<file path="src/rtl/seg_scan.sv">
// Multiplexed hex display driver for common-anode 7-segment banks.
// Scans NUM_DIGITS digits with frame snapshots, leading-zero suppression, brightness and a guard cycle.
module seg_scan #(
  parameter int NUM_DIGITS = 8,
  parameter int SCAN_DIV   = 65536
) (
  input  logic                    clk,
  input  logic                    rst,
  input  logic [4*NUM_DIGITS-1:0] data,
  input  logic [NUM_DIGITS-1:0]   dp_in,
  input  logic [NUM_DIGITS-1:0]   blank,
  input  logic                    lz_en,
  input  logic [3:0]              bright,
  output logic [NUM_DIGITS-1:0]   an,
  output logic [6:0]              seg,
  output logic                    dp,
  output logic                    frame_start
);

  localparam int CNT_W = $clog2(SCAN_DIV);
  localparam int IDX_W = (NUM_DIGITS > 1) ? $clog2(NUM_DIGITS) : 1;
  localparam logic [CNT_W-1:0] CNT_MAX = CNT_W'(SCAN_DIV - 1);
  localparam logic [IDX_W-1:0] IDX_MAX = IDX_W'(NUM_DIGITS - 1);
  localparam logic [CNT_W:0]   SLICE   = (CNT_W + 1)'(SCAN_DIV / 16);

  logic [CNT_W-1:0]        cnt_q, cnt_d;
  logic [IDX_W-1:0]        idx_q, idx_d;
  logic [4*NUM_DIGITS-1:0] sh_data_q, sh_data_d;
  logic [NUM_DIGITS-1:0]   sh_dp_q, sh_dp_d;
  logic [NUM_DIGITS-1:0]   sh_blank_q, sh_blank_d;
  logic                    sh_lz_q, sh_lz_d;
  logic [NUM_DIGITS-1:0]   an_q, an_d;
  logic [6:0]              seg_q, seg_d;
  logic                    dp_q, dp_d;
  logic                    fs_q, fs_d;

  logic       cnt_wrap, last_digit, frame_end;
  logic [3:0] cur_nib;
  logic       cur_dp, cur_blank, lead_zero, dark, window;
  logic [CNT_W:0] win_limit;

  function automatic logic [6:0] hex_glyph(input logic [3:0] nib);
    logic [6:0] g;
    unique case (nib)
      4'h0: g = 7'b1000000;
      4'h1: g = 7'b1111001;
      4'h2: g = 7'b0100100;
      4'h3: g = 7'b0110000;
      4'h4: g = 7'b0011001;
      4'h5: g = 7'b0010010;
      4'h6: g = 7'b0000010;
      4'h7: g = 7'b1111000;
      4'h8: g = 7'b0000000;
      4'h9: g = 7'b0010000;
      4'hA: g = 7'b0001000;
      4'hB: g = 7'b0000011;
      4'hC: g = 7'b1000110;
      4'hD: g = 7'b0100001;
      4'hE: g = 7'b0000110;
      default: g = 7'b0001110;
    endcase
    return g;
  endfunction

  // Prescaler, digit index and frame-boundary snapshot.
  always_comb begin
    cnt_wrap   = (cnt_q == CNT_MAX);
    last_digit = (idx_q == IDX_MAX);
    frame_end  = cnt_wrap && last_digit;

    cnt_d = cnt_wrap ? '0 : cnt_q + CNT_W'(1);
    idx_d = idx_q;
    if (cnt_wrap) idx_d = last_digit ? '0 : idx_q + IDX_W'(1);

    sh_data_d  = sh_data_q;
    sh_dp_d    = sh_dp_q;
    sh_blank_d = sh_blank_q;
    sh_lz_d    = sh_lz_q;
    if (frame_end) begin
      sh_data_d  = data;
      sh_dp_d    = dp_in;
      sh_blank_d = blank;
      sh_lz_d    = lz_en;
    end
    fs_d = frame_end;
  end

  // Per-digit output image for the current (cnt, idx), registered next edge.
  always_comb begin
    // NOTE: every variable gets a default before any conditional update so no latch is
    // inferred; blocking '=' is correct here because later lines read the updated values.
    cur_nib   = '0;
    cur_dp    = 1'b0;
    cur_blank = 1'b0;
    lead_zero = 1'b1;
    for (int k = 0; k < NUM_DIGITS; k++) begin
      if (IDX_W'(k) <= idx_q && sh_data_q[4*(NUM_DIGITS-1-k) +: 4] != 4'h0) lead_zero = 1'b0;
      if (IDX_W'(k) == idx_q) begin
        cur_nib   = sh_data_q[4*(NUM_DIGITS-1-k) +: 4];
        cur_dp    = sh_dp_q[NUM_DIGITS-1-k];
        cur_blank = sh_blank_q[NUM_DIGITS-1-k];
      end
    end
    dark = cur_blank || (sh_lz_q && lead_zero && !last_digit);

    // cnt==0 stays dark as the anti-ghost guard between digits.
    win_limit = ((CNT_W + 1)'(bright) + (CNT_W + 1)'(1)) * SLICE;
    window    = (cnt_q != '0) && ({1'b0, cnt_q} < win_limit);
    for (int k = 0; k < NUM_DIGITS; k++) begin
      an_d[NUM_DIGITS-1-k] = !(window && IDX_W'(k) == idx_q);
    end

    seg_d = dark ? 7'h7F : hex_glyph(cur_nib);
    dp_d  = dark ? 1'b1 : !cur_dp;
  end

  // NOTE: sequential state uses non-blocking '<=' so all flops update from pre-edge values.
  // The shadow registers are reset too, so the first frame shows defined zeros.
  always_ff @(posedge clk or negedge rst) begin
    if (!rst) begin
      cnt_q      <= '0;
      idx_q      <= '0;
      sh_data_q  <= '0;
      sh_dp_q    <= '0;
      sh_blank_q <= '0;
      sh_lz_q    <= 1'b0;
      an_q       <= '1;
      seg_q      <= 7'h7F;
      dp_q       <= 1'b1;
      fs_q       <= 1'b0;
    end else begin
      cnt_q      <= cnt_d;
      idx_q      <= idx_d;
      sh_data_q  <= sh_data_d;
      sh_dp_q    <= sh_dp_d;
      sh_blank_q <= sh_blank_d;
      sh_lz_q    <= sh_lz_d;
      an_q       <= an_d;
      seg_q      <= seg_d;
      dp_q       <= dp_d;
      fs_q       <= fs_d;
    end
  end

  assign an          = an_q;
  assign seg         = seg_q;
  assign dp          = dp_q;
  assign frame_start = fs_q;

endmodule

</file>
<file path="config.mk">
export PLATFORM = sky130hd
export DESIGN_NAME = seg_scan
export DESIGN_NICKNAME = d
export VERILOG_FILES = /design/src/rtl/seg_scan.sv
export SDC_FILE = /design/constraint.sdc
export NUM_CORES = 1
export LEC_CHECK = 0
export BUFFER_PORTS_ARGS = -buffer_cell sky130_fd_sc_hd__clkbuf_2
export CORE_ASPECT_RATIO = 1.75
export CORE_MARGIN = 1.5
export CORE_UTILIZATION = 40
export CTS_BUF_LIST = sky130_fd_sc_hd__clkbuf_8
export DETAILED_ROUTE_END_ITERATION = 8
export GPL_TIMING_DRIVEN = 0
export SYNTH_ARGS = -nofsm -noshare
export SYNTH_HDL_FRONTEND = slang
export SYNTH_SLANG_ARGS = --single-unit
export TNS_END_PERCENT = 30
</file>
<file path="constraint.sdc">
create_clock -name clk -period 2.9 [get_ports clk]
set_clock_uncertainty 0.2 [all_clocks]
set_input_delay 0 -clock clk [delete_from_list [all_inputs] [get_ports clk]]
set_output_delay 0 -clock clk [all_outputs]
set_load 0.01 [all_outputs]
</file>
==> impl_metrics.ini <==
[outcome]
status = completed

[setup_path]
worst_ep_arrival_time_ns = 2.91
path_delay_family = compound AO/OA/AOI/OAI gates
worstSetupPathType = register to register
path_common_cell = buf_6
cp-start-kind = register
crit_path_cell_trace = buf_4 -> ha_1 -> buf_6 -> buf_6 -> a21oi_2 -> a21oi_1 -> o221a_2 -> ha_4 -> inv_1 -> mux4_2 -> nand2b_1
crit_path_max_incr_delay_ns = 0.45
cpMaxStageDelayCell = dfrtp_2
cp-end-kind = register
required_ns = 2.99
crit_buf_inv = 4
cp_max_fo = 10

[synth]
synthArstFlopShare = 1.00
synthCells = 377
synth_warnings = 0
yosysUniqueCellTypes = 65
synth_top_area_cell = dfrtp_1
seq_area_frac_synth = 0.475
yosysTopAreaCellShare = 0.382
synth_ff_type = dfrtp_1
synth_fp_nets = 446
ys_seq_elements = 85
ys_top_cells_by_area = dfrtp_1, mux2_4, dfstp_2, ha_1, nand3_1
synth.avg_cell_area_sq_um = 12.0
synthTopCellsByCount = dfrtp_1, mux2_4, nand3_1, nand2_1, nor2_1
synthMostInstantiatedCell = dfrtp_1
synth_edf_count = 0
synth_area_sq_um = 4520

[timing]
finalSetupViolCount = 0
rsz0062_at_grt = false
hold_viol = 0
drv_slew = 0
slew_headroom = 0.338
worst_pin_slew_ns = 0.990
fmax_mhz = 355
post-route-period-util = 0.972
worst_slack_ns = 0.0822
fin_crit_ns = 2.82

[finish]
multiInputGateArea_sq_um = 2220
syn2layout_area_growth_pct = 31.5
register_area_sq_um = 2150
drive_above_1_share = 0.387
fin_nets = 588
finalInstanceArea_sq_um = 5940
antenna_cells = 0
final_cells = 656
fillers = 962

[placement]
numPortBuffers = 71
dp_hpwl_um = 8230
placed_cell_area_sq_um = 5070
dp_slack_ns = -0.509
placed_cells = 581
routabilityCongestion = 0.895

[drt]
route.detailed.drc = 0
first_iter_violations = 213
post_drt_wl_per_cell_um = 17.6
drt_pass1_iterations = 5
drtAntennaViolNets = 0
vias_per_cell = 5.39
vias = 3538
wl_um = 11500

[clock_network]
cts_root_buf = clkbuf_8
cts_buffers = 9
cts.clk_slew.worst_paths_ns = 0.09
tritoncts = built
clock_latency_ns = 0.36
cts_sinks = 85
htreeDepth = 3
clock_path_buffers = 2

[pwr]
p_per_area_nw_per_um2 = 406
power.leakage_nw = 2.86
vdd.ir_drop.worst_uv = 291

[die]
die_area_sq_um = 12000
num_rows = 51
die_w_um = 83.3
fp.dieH_um = 144
ios = 72
fp.coreArea_sq_um = 11000
initial_core_util = 0.409

[hold_path]
hp-class = input port to register

[global_route]
grtUsageTotal = 0.196
grt_pass1_vias = 3589
antenna_found_initial = 0
grt_pass1_wl_um = 18100
grt_start_max_net_pins = 51
grt-ovfl-total = 0

[run]
max_cap_violations = 0
-- area by class of cell --
class,instances,share of cell area
timing repair buffer,132,0.163
sequential,85,0.362
clock buffer,11,0.0255
clock inverter,5,0.00990
tap,132,0.0278
inverter,14,0.0101
multi-input combinational,256,0.373
buffer,21,0.0289
-- placed cells by master, fill, tap and decap left out, types with 4 or more instances in the layout --
cell type       n
a21oi_1         7
and3_1          4
buf_2           5
buf_4          13
buf_6           9
clkbuf_2       70
clkbuf_8       11
dfrtp_1        67
dfstp_2        16
dlygate4sd3_1  52
ha_1            9
inv_1          12
mux2_4         50
mux2i_1         4
nand2_1        21
nand2b_1        4
nand3_1        22
nand3b_1        6
nor2_1         17
nor2b_1         4
nor4_1          9
o211ai_1        7
o21ai_0        10
xnor2_1         7
xor2_1          7
-- state kept, by name, indices dropped and copies added, names as in the netlist --
register / flops
sh_lz_q: 1
sh_data_q: 32
an: 8
cnt_q: 16
frame_start: 1
seg: 7
sh_blank_q: 8
idx_q: 3
dp: 1
sh_dp_q: 8
-- metal layers --
metal	routed length (um)	track usage	vias to the layer above
met4	461	0.113	0
met2	6440	0.371	106
met5	0	0	-
met3	443	0.0333	29
met1	4200	0.203	1750
li1	-	-	1653
-- worst paths after layout --
path | startpoint | end | slack [ns] | cells after the start
min in group asynchronous | rst | seg[6] | 0.11 | 2
worst min register to register | sh_dp_q[0] | dp | 0.27 | 1
worst max-delay path | idx_q[1] | seg[3] | 0.08 | 11
worst min-delay path | bright[2] | an[0] | 0.05 | 4
worst max register to register | idx_q[1] | seg[3] | 0.08 | 11
max in group asynchronous | rst | sh_lz_q | 0.96 | 3
-- through the flow --
stage | TNS (ns) | utilization | hold WS (ns) | power, mW
final | 0 | 0.538 | 0.0487 | 2.41
after global routing | 0 | 0.538 | 0.0631 | 2.52
after CTS | 0 | 0.532 | 0.0339 | 2.44
after detailed placement | -1.49 | 0.459 | -0.166 | 1.50
after global placement | -1.14 | 0.456 | 0.0334 | 1.49
after floorplan | 0 | - | -0.496 | 1.39
-- kinds of logic after synthesis --
logic type | Yosys count | share of synthesized area
compound gates | 62 | 0.0989
xor+xnor | 14 | 0.0271
fa+ha+maj | 14 | 0.0388
buf+inv | 36 | 0.0446
flops | 85 | 0.475
mux | 56 | 0.183
simple gates | 110 | 0.133
-- repair_timing --
| item | in CTS | in global routing |
|---|---|---|
| resized for setup | 14 | 16 |
| hold endpoints to repair | 133 | 0 |
| setup endpoints to repair | 7 | 1 |
| setup buffers | 5 | 3 |
| hold buffers | 52 | 0 |
| pin swaps | 4 | 4 |
-- worst min-delay path, cell delays in order --
cell and delay (ns):
clkbuf_2 0.11, a32oi_1 0.20, a41oi_1 0.16, nand2_1 0.11
-- power breakdown --
group	internal [mW]	switching (mW)
combinational	0.161	0.105
clock	0.447	0.430
sequential	1.24	0.0333
total	1.84	0.569
Power figures use the tool's default switching activity.
